`src/rtl/line_follower_pkg.sv`:
```
// Shared types and defaults for the line follower controller.
//   state_t     : steering FSM states (encoding is visible on state_dbg)
//   wheel_cmd_t : per-wheel command
//   side_t      : side on which the line was last seen
package line_follower_pkg;

  typedef enum logic [2:0] {
    FORWARD      = 3'd0,
    GENTLE_LEFT  = 3'd1,
    SHARP_LEFT   = 3'd2,
    GENTLE_RIGHT = 3'd3,
    SHARP_RIGHT  = 3'd4,
    SEARCH       = 3'd5,
    STOP         = 3'd6
  } state_t;

  typedef enum logic [1:0] {
    FWD  = 2'd0,
    REV  = 2'd1,
    HOLD = 2'd2
  } wheel_cmd_t;

  typedef enum logic {
    LEFT  = 1'b0,
    RIGHT = 1'b1
  } side_t;

  localparam int unsigned DEFAULT_PERIOD        = 2_000_000;
  localparam int unsigned DEFAULT_SEARCH_FRAMES = 100;
  localparam int unsigned DEFAULT_CW            = 21;

  // Returns {dir, brake}. fwd_dir is the dir level that drives this wheel
  // forward; the two motors are mounted mirrored so it differs per side.
  function automatic logic [1:0] wheel_bits(wheel_cmd_t cmd, logic fwd_dir);
    logic [1:0] bits;
    case (cmd)
      FWD:     bits = {fwd_dir, 1'b0};
      REV:     bits = {~fwd_dir, 1'b0};
      default: bits = 2'b01;
    endcase
    return bits;
  endfunction

endpackage

```
`src/rtl/line_follower_ctrl_frame_timer.sv`:
```
// Servo frame timebase.
//   clk, reset  : system clock, async active-low reset
//   count_out   : free-running frame counter 0..PERIOD-1
//   frame_tick  : high while count_out == PERIOD-1 (combinational)
//   motor_reset : registered, high during the count_out == 0 cycle and in reset
module frame_timer
  import line_follower_pkg::*;
#(
  parameter int unsigned PERIOD = DEFAULT_PERIOD,
  parameter int unsigned CW     = DEFAULT_CW
) (
  input  logic          clk,
  input  logic          reset,
  output logic [CW-1:0] count_out,
  output logic          frame_tick,
  output logic          motor_reset
);

  localparam logic [CW-1:0] LAST = CW'(PERIOD - 1);

  assign frame_tick = (count_out == LAST);

  always_ff @(posedge clk or negedge reset) begin
    if (!reset) begin
      count_out   <= '0;
      motor_reset <= 1'b1;
    end else begin
      // The cycle after the last count is count 0, so restart goes high with it.
      motor_reset <= frame_tick;
      if (frame_tick) count_out <= '0;
      else            count_out <= count_out + CW'(1);
    end
  end

endmodule

```
`src/rtl/line_follower_ctrl.sv`:
```
// Line follower decision stage: frame timebase, sensor sync/filter and
// steering FSM driving the per-wheel direction/brake commands.
//   clk, reset             : system clock, async active-low reset
//   sensor_l/m/r           : line sensors (1 = line), asynchronous to clk
//   count_out, motor_reset : timebase to the PWM stages
//   frame_tick             : one-cycle pulse on the last count of a frame
//   dir_l/brake_l/dir_r/brake_r : wheel commands, constant for a whole frame
//   state_dbg              : current state encoding
//
// state        | meaning
// FORWARD      | line centred, both wheels forward
// GENTLE_LEFT  | line slightly left, left wheel held
// SHARP_LEFT   | line far left, left wheel reversed
// GENTLE_RIGHT | line slightly right, right wheel held
// SHARP_RIGHT  | line far right, right wheel reversed
// SEARCH       | line lost, pivot toward last seen side
// STOP         | line lost too long, both wheels held until reset
module line_follower_ctrl
  import line_follower_pkg::*;
#(
  parameter int unsigned PERIOD        = DEFAULT_PERIOD,
  parameter int unsigned SEARCH_FRAMES = DEFAULT_SEARCH_FRAMES,
  parameter int unsigned CW            = DEFAULT_CW
) (
  input  logic          clk,
  input  logic          reset,
  input  logic          sensor_l,
  input  logic          sensor_m,
  input  logic          sensor_r,
  output logic [CW-1:0] count_out,
  output logic          motor_reset,
  output logic          frame_tick,
  output logic          dir_l,
  output logic          brake_l,
  output logic          dir_r,
  output logic          brake_r,
  output logic [2:0]    state_dbg
);

  localparam int unsigned    SCW         = $clog2(SEARCH_FRAMES + 1);
  localparam logic [SCW-1:0] SEARCH_LAST = SCW'(SEARCH_FRAMES - 1);

  frame_timer #(
    .PERIOD (PERIOD),
    .CW     (CW)
  ) u_frame_timer (
    .clk         (clk),
    .reset       (reset),
    .count_out   (count_out),
    .frame_tick  (frame_tick),
    .motor_reset (motor_reset)
  );

  logic [2:0]     sync_a, pattern, prev_p;
  state_t         state, state_n;
  side_t          last_side, last_side_n;
  logic [SCW-1:0] search_cnt, search_cnt_n;
  logic           accepted;
  wheel_cmd_t     cmd_l, cmd_r;
  logic [1:0]     bits_l, bits_r;

  function automatic state_t steer(logic [2:0] p, state_t cur);
    state_t nxt;
    case (p)
      3'b010, 3'b111: nxt = FORWARD;
      3'b110:         nxt = GENTLE_LEFT;
      3'b100:         nxt = SHARP_LEFT;
      3'b011:         nxt = GENTLE_RIGHT;
      3'b001:         nxt = SHARP_RIGHT;
      3'b000:         nxt = SEARCH;
      default:        nxt = cur;
    endcase
    return nxt;
  endfunction

  always_comb begin
    state_n      = state;
    search_cnt_n = search_cnt;
    last_side_n  = last_side;
    accepted     = frame_tick && (pattern == prev_p);

    if (frame_tick && state != STOP) begin
      if (state == SEARCH) begin
        // 101 holds state like anywhere else, so it only counts as lost time.
        if (accepted && pattern != 3'b000 && pattern != 3'b101) begin
          state_n      = steer(pattern, state);
          search_cnt_n = '0;
        end else if (search_cnt == SEARCH_LAST) begin
          if (accepted) state_n = STOP;
        end else begin
          search_cnt_n = search_cnt + SCW'(1);
        end
      end else if (accepted) begin
        state_n = steer(pattern, state);
      end
    end

    case (state_n)
      GENTLE_LEFT, SHARP_LEFT:   last_side_n = LEFT;
      GENTLE_RIGHT, SHARP_RIGHT: last_side_n = RIGHT;
      default:                   last_side_n = last_side;
    endcase

    cmd_l = FWD;
    cmd_r = FWD;
    case (state_n)
      GENTLE_LEFT:  cmd_l = HOLD;
      SHARP_LEFT:   cmd_l = REV;
      GENTLE_RIGHT: cmd_r = HOLD;
      SHARP_RIGHT:  cmd_r = REV;
      SEARCH: begin
        if (last_side_n == LEFT) cmd_l = REV;
        else                     cmd_r = REV;
      end
      STOP: begin
        cmd_l = HOLD;
        cmd_r = HOLD;
      end
      default: begin
        cmd_l = FWD;
        cmd_r = FWD;
      end
    endcase

    bits_l = wheel_bits(cmd_l, 1'b1);
    bits_r = wheel_bits(cmd_r, 1'b0);
  end

  always_ff @(posedge clk or negedge reset) begin
    if (!reset) begin
      sync_a     <= '0;
      pattern    <= '0;
      prev_p     <= '0;
      state      <= FORWARD;
      last_side  <= LEFT;
      search_cnt <= '0;
      dir_l      <= 1'b0;
      brake_l    <= 1'b1;
      dir_r      <= 1'b0;
      brake_r    <= 1'b1;
    end else begin
      sync_a  <= {sensor_l, sensor_m, sensor_r};
      pattern <= sync_a;
      // Everything below moves only on the wrap edge so the PWM stages see
      // one command for the whole frame.
      if (frame_tick) begin
        prev_p     <= pattern;
        state      <= state_n;
        last_side  <= last_side_n;
        search_cnt <= search_cnt_n;
        {dir_l, brake_l} <= bits_l;
        {dir_r, brake_r} <= bits_r;
      end
    end
  end

  assign state_dbg = state;

endmodule

```
`config.mk`:
```
export PLATFORM = sky130hd
export DESIGN_NAME = line_follower_ctrl
export DESIGN_NICKNAME = d
export VERILOG_FILES = /design/src/rtl/line_follower_pkg.sv /design/src/rtl/line_follower_ctrl_frame_timer.sv /design/src/rtl/line_follower_ctrl.sv
export SDC_FILE = /design/constraint.sdc
export NUM_CORES = 1
export LEC_CHECK = 0
export ABC_AREA = 1
export CAP_MARGIN = 0
export CORE_MARGIN = 4
export CORE_UTILIZATION = 38
export DETAILED_ROUTE_END_ITERATION = 10
export SYNTH_ARGS = -nofsm -noshare
export SYNTH_HDL_FRONTEND = slang
export SYNTH_SLANG_ARGS = --single-unit
```
`constraint.sdc`:
```
create_clock -name clk -period 4.4 [get_ports clk]
set_input_delay 0.88 -clock clk [delete_from_list [all_inputs] [get_ports clk]]
set_output_delay 0.88 -clock clk [all_outputs]
set_load 0.05 [all_outputs]
```
==> flow_metrics.tcl, run 1 <==
set metrics [dict create \
    status "complete, no violations" \
    setup_viol 0 \
    yosysTopAreaCellShare_pct 41.4 \
    synth_area_per_cell_um2 7.78 \
    path_class "reg -> out" \
    placed_cell_area_um2 3020 \
    synth_area_leaders "dfrtp_1 41%, nand2_1 12%, inv_1 6.8%" \
    dr.first_iter.drc_count 105 \
    postCtsSetupBuffers 0 \
    cts_tree "built" \
    clock-root-buffer "clkbuf_8" \
    dieHeight_um 90.7 \
    grt_overflow_total 0 \
    dp_cells 444 \
    grt_setup_unrepaired "false" \
    antenna_cells 0 \
    required_ns 3.52 \
    crit_arrival_ns 2.35 \
    cts_buffers 5 \
    synth.distinct_cells 33 \
    path_max_fanout 6 \
    tightest_slew_ns 1.01 \
    clk_pin_slew_ns 0.08 \
    die-area_um2 8220 \
    initial_core_util_pct 40.0 \
    max_clock_freq_mhz 310 \
    start_kind "flip-flop" \
    wl_per_cell_um 12.4 \
    routed_via_density 4.75 \
    drive_above_1_share_pct 13.1 \
    yosysMostFrequentCell "nand2_1" \
    firstDrtPassIters 4 \
    h-tree-depth 2 \
    syn-cell-area_um2 2600 \
    vdd_drop_max_uv 140 \
    first_global_vias 2102 \
    routed-via-count 2149 \
    finalMaxSlewViolations 0 \
    power.leakage_nw 1.46 \
    power_density_nw_per_um2 232 \
    ant_nets 0 \
    fin_nets 381 \
    post-route-util_pct 47.9 \
    cts_max_path_buffers 2 \
    synth-edff-count 0 \
    setup.worst_path.end_class "output pin" \
    drc_errors 0 \
    grt_max_degree 47 \
    fin_setup_tns_ns 0 \
    grt_pass1_wl_um 9950 \
    synth_ff_type "dfrtp_1" \
    cts_sinks 46 \
    seq_area_frac_synth_pct 44.5 \
    design_area_um2 3110 \
    wirelength_um 5610 \
    ys_seq_elements 46 \
    min_path_type "reg -> reg" \
    slew_headroom_pct 32.6 \
    finalCritPeriodShare_pct 73.3 \
    synthArstFlopShare_pct 100 \
    nFillCells 633 \
    boundaryPins 35 \
    cts_resized 0 \
    row_count 29 \
    antenna_found_initial 0 \
    clock_latency_ns 0.30 \
    io_buffer_count 34 \
    hpwlAfterDp_um 4230 \
    cts_hold_buf 0 \
    fin_crit_ns 3.23 \
    stdcell_count 452 \
    fin_worst_skew_ns 0.00806 \
    yosys-top-cells-count "83 x nand2_1, 47 x inv_1, 43 x dfrtp_1" \
    maxCapViolations 0 \
    synth_top_cell_by_area "dfrtp_1" \
    syn_to_final_growth_pct 19.8 \
    grt.total_usage_pct 14.6 \
    gp_congestion 0.861 \
    core_area_um2 6490 \
    die_w_um 90.7 \
    yosys_warnings 0 \
    netlist_instances 334 \
    hold_viol 0 \
    synth_nets 341 \
]
-- worst max-delay path, stage by stage, from the launching register on --
cell and delay [ns]:
dfrtp_1 0.39, ha_1 0.24, nand3_2 0.13, nor2_1 0.15
nand3_1 0.13, inv_2 0.16, clkdlybuf4s50_1 0.83
-- stage by stage --
step	total power, W	hold slack, ns	worst slack (ns)
6_report	0.000722	0.348	1.17
5_1_grt	0.000754	0.355	0.998
4_1_cts	0.000734	0.352	1.14
3_5_place_dp	0.000459	0.335	1.50
3_3_place_gp	0.000459	0.332	1.56
2_1_floorplan	0.000445	0.331	1.82
-- registers in the layout, summed over array words and instances (netlist names) --
register / flops
brake_l: 1
state_dbg: 3
u_frame_timer.motor_reset: 1
sync_a: 3
prev_p: 3
brake_r: 1
pattern: 3
dir_r: 1
dir_l: 1
last_side: 1
u_frame_timer.count_out: 21
search_cnt: 7
-- area by class of cell --
cell class | count | area [µm²] | share of cell area, %
well taps | 77 | 96.3 | 3.09
inverters | 55 | 206 | 6.63
flip-flops and latches | 46 | 1150 | 37.1
clock buffers | 7 | 86.3 | 2.77
multi-input cells | 231 | 1220 | 39.2
repair buffers | 35 | 343 | 11.0
clock inverters | 1 | 5.00 | 0.161
-- cell families after synthesis --
| group | share of synthesized area, % |
|---|---|
| compound gates | 7.18 |
| xor+xnor | 3.03 |
| fa+ha+maj | 0.963 |
| buf+inv | 8.53 |
| flops | 44.5 |
| simple gates | 35.8 |
-- power breakdown --
| group | leakage [nW] | internal, W | total (W) | switching, W |
|---|---|---|---|---|
| clock network | 0.0482 | 0.000127 | 0.000272 | 0.000145 |
| registers | 0.604 | 0.000425 | 0.000428 | 0.00000252 |
| logic | 0.812 | 0.00000604 | 0.0000220 | 0.0000159 |
-- layer usage --
layer / part of all wire [%] / wire length, µm / up-vias / track usage [%]
li1: - / - / 1136 / -
met1: 53 / 2960 / 981 / 20.8
met2: 43 / 2410 / 26 / 21.9
met3: 3.0 / 171 / 6 / 3.33
met4: 1.2 / 66 / 0 / 4.46
met5: 0 / 0 / - / 0
-- final timing paths --
check | from | end | slack, ns | cells past startpoint
worst max register to register | u_frame_timer.count_out[0] | last_side | 2.15 | 15
worst max-delay path | u_frame_timer.count_out[0] | frame_tick | 1.17 | 6
min in group asynchronous | reset | u_frame_timer.count_out[14] | 0.74 | 1
worst min register to register | sync_a[2] | pattern[2] | 0.35 | 0
max in group asynchronous | reset | pattern[1] | 3.03 | 1
worst min-delay path | sync_a[2] | pattern[2] | 0.35 | 0
-- cells in the final DEF, fill, tap and decap left out, drive strengths merged --
cell	instances
xnor2	4
nor3	8
nor3b	1
clkbuf	7
inv	54
nor2	51
dfrtp	43
nand4	7
nand2	88
o221a	1
nand3	30
clkdlybuf4s50	33
clkinv	2
ha	2
o21ai	16
a21boi	1
or2	1
buf	2
dfstp	3
a41o	1
o211ai	4
xor2	5
a21oi	8
o31ai	1
nand3b	2
Power figures use the tool's default switching activity.
==> inputs of run 2 (changes only) <==
Clock period 4.4 ns to 2.7 ns, I/O delays scaled along.
==> run 2 against run 1 <==
- routed wire length up 1.0%
- clock power increased by 98%
- cell count up 0.22%
- utilization rose by 0.73 points
- total power grew 76%
- worst setup slack lost 0.96 ns
- clock skew grew 0.0023 ns
- sequential share of layout area shrank 0.56 points
- clock-buffer cell count did not move
- largest cell class unchanged
- highest routed layer unchanged
==> flow_metrics.tcl, run 2 (synthesized netlist as in run 1, its figures left out) <==
set metrics [dict create \
    status "complete, no violations" \
    post-route-util_pct 48.7 \
    largest_reg_flops 21 \
    cts_hold_buf 0 \
    slew_headroom_pct 56.4 \
    grt.total_usage_pct 14.5 \
    gp_congestion 0.863 \
    placed_cell_area_um2 3040 \
    hold_viol 0 \
    fin_nets 382 \
    r2r_end "last_side" \
    largest-register "u_frame_timer.count_out" \
    wirelength_um 5670 \
    top_regs "u_frame_timer.count_out (21), search_cnt (7)" \
    core_area_um2 6490 \
    clk_pin_slew_ns 0.09 \
    wl_per_cell_um 12.5 \
    fin_crit_ns 2.48 \
    clock_latency_ns 0.30 \
    fin_worst_skew_ns 0.0103 \
    dieHeight_um 90.7 \
    ant_nets 0 \
    max_clock_freq_mhz 403 \
    finalMaxSlewViolations 0 \
    syn_to_final_growth_pct 21.7 \
    vdd_drop_max_uv 285 \
    cts_tree "built" \
    r2r_slack_ns 0.49 \
    die-area_um2 8220 \
    antenna_found_initial 0 \
    min_path_type "in -> async" \
    path_class "reg -> out" \
    initial_core_util_pct 40.0 \
    layout_common_cells "83 x nand2_1, 47 x inv_1, 43 x dfrtp_1" \
    antenna_cells 0 \
    tightest_slew_ns 0.650 \
    dr.first_iter.drc_count 145 \
    grt_pass1_wl_um 9940 \
    first_global_vias 2143 \
    hpwlAfterDp_um 4330 \
    required_ns 2.16 \
    rr_worst_depth 14 \
    layout_commonest_cell "nand2_1" \
    fin_setup_tns_ns 0 \
    firstDrtPassIters 4 \
    setup_viol 0 \
    drive_above_1_share_pct 13.8 \
    setup.worst_path.end_class "output pin" \
    die_w_um 90.7 \
    routed-via-count 2228 \
    path_max_fanout 11 \
    row_count 29 \
    drc_errors 0 \
    post-place-ws_ns 0.355 \
    finalCritPeriodShare_pct 91.9 \
    boundaryPins 35 \
    io_buffer_count 34 \
    grt_setup_unrepaired "false" \
    grt_overflow_total 0 \
    power_density_nw_per_um2 403 \
    r2r-start "u_frame_timer.count_out[0]" \
    maxCapViolations 0 \
    start_kind "flip-flop" \
    routed_via_density 4.92 \
    finalWorstSetupSlack_ns 0.218 \
    nFillCells 647 \
    h-tree-depth 2 \
    cts_buffers 5 \
    grt_max_degree 28 \
    cts_sinks 46 \
    power.leakage_nw 1.48 \
    crit_arrival_ns 1.94 \
    clock-root-buffer "clkbuf_8" \
    cts_max_path_buffers 2 \
    design_area_um2 3160 \
]
## run 2: cell count changes in the layout (fill, tap and decap cells not counted)
cell             before  now
bufinv_16             0    1
buf_12                0    1
buf_4                 1    2
clkinv_2              1    0
nand3_2               5    6
nand3_1              23   22
clkdlybuf4s50_1      33   32
## run 2: area by class of cell
type | instances | area [µm²] | area share (%)
multi-input cells | 231 | 1230 | 38.8
flip-flops and latches | 46 | 1150 | 36.5
repair buffers | 36 | 360 | 11.4
inverters | 55 | 206 | 6.53
well taps | 77 | 96.3 | 3.05
clock buffers | 7 | 86.3 | 2.73
clock inverters | 1 | 30.0 | 0.950
## run 2: routing by layer
layer / GRT usage, % / wire length [µm] / vias to the layer above
li1: - / - / 1136
met1: 20.5 / 2820 / 1029
met2: 22.5 / 2480 / 56
met3: 3.17 / 303 / 7
met4: 3.83 / 67 / 0
met5: 0 / 0 / -
## run 2: worst max-delay path by stage
stage / start / end / slack (ns) / cells past startpoint
floorplan: u_frame_timer.count_out[0] / last_side / 0.39 / 13
global placement: u_frame_timer.count_out[0] / frame_tick / 0.48 / 6
detailed placement: u_frame_timer.count_out[0] / last_side / 0.36 / 14
CTS: u_frame_timer.count_out[0] / frame_tick / 0.03 / 6
global route: u_frame_timer.count_out[0] / frame_tick / 0.09 / 6
finish: u_frame_timer.count_out[0] / frame_tick / 0.22 / 6
## run 2: power breakdown
part	switching, W	leakage, nW	internal [W]
sequential	0.00000445	0.604	0.000693
clock	0.000235	0.0585	0.000302
combinational	0.0000267	0.822	0.0000108
total	0.000267	1.48	0.00101
## run 2: worst max-delay path, stage by stage, from the launching register on
cell and delay (ns):
dfrtp_1 0.40, ha_1 0.24, nand3_2 0.13, nor2_1 0.18
nand3_2 0.25, inv_2 0.27, buf_12 0.17
## run 2: stage by stage
stage	instances	hold WS, ns	total power, W
finish	453	0.165	0.00127
global route	453	0.201	0.00133
floorplan	334	0.244	0.000725
CTS	453	0.180	0.00129
detailed placement	445	0.335	0.000749
global placement	445	0.333	0.000750
## run 2: repair_timing
| item | 4_1_cts | 5_1_grt |
|---|---|---|
| setup endpoints to repair | 0 | 1 |
| gates resized for setup | 0 | 1 |
| buffers inserted | 0 | 0 |
==> inputs of run 3 (changes only) <==
Settings changed: CTS_CLUSTER_DIAMETER set to 40.
==> results of run 3 <==
Same layout as run 2: the final DEF is identical, and so are final timing and power.
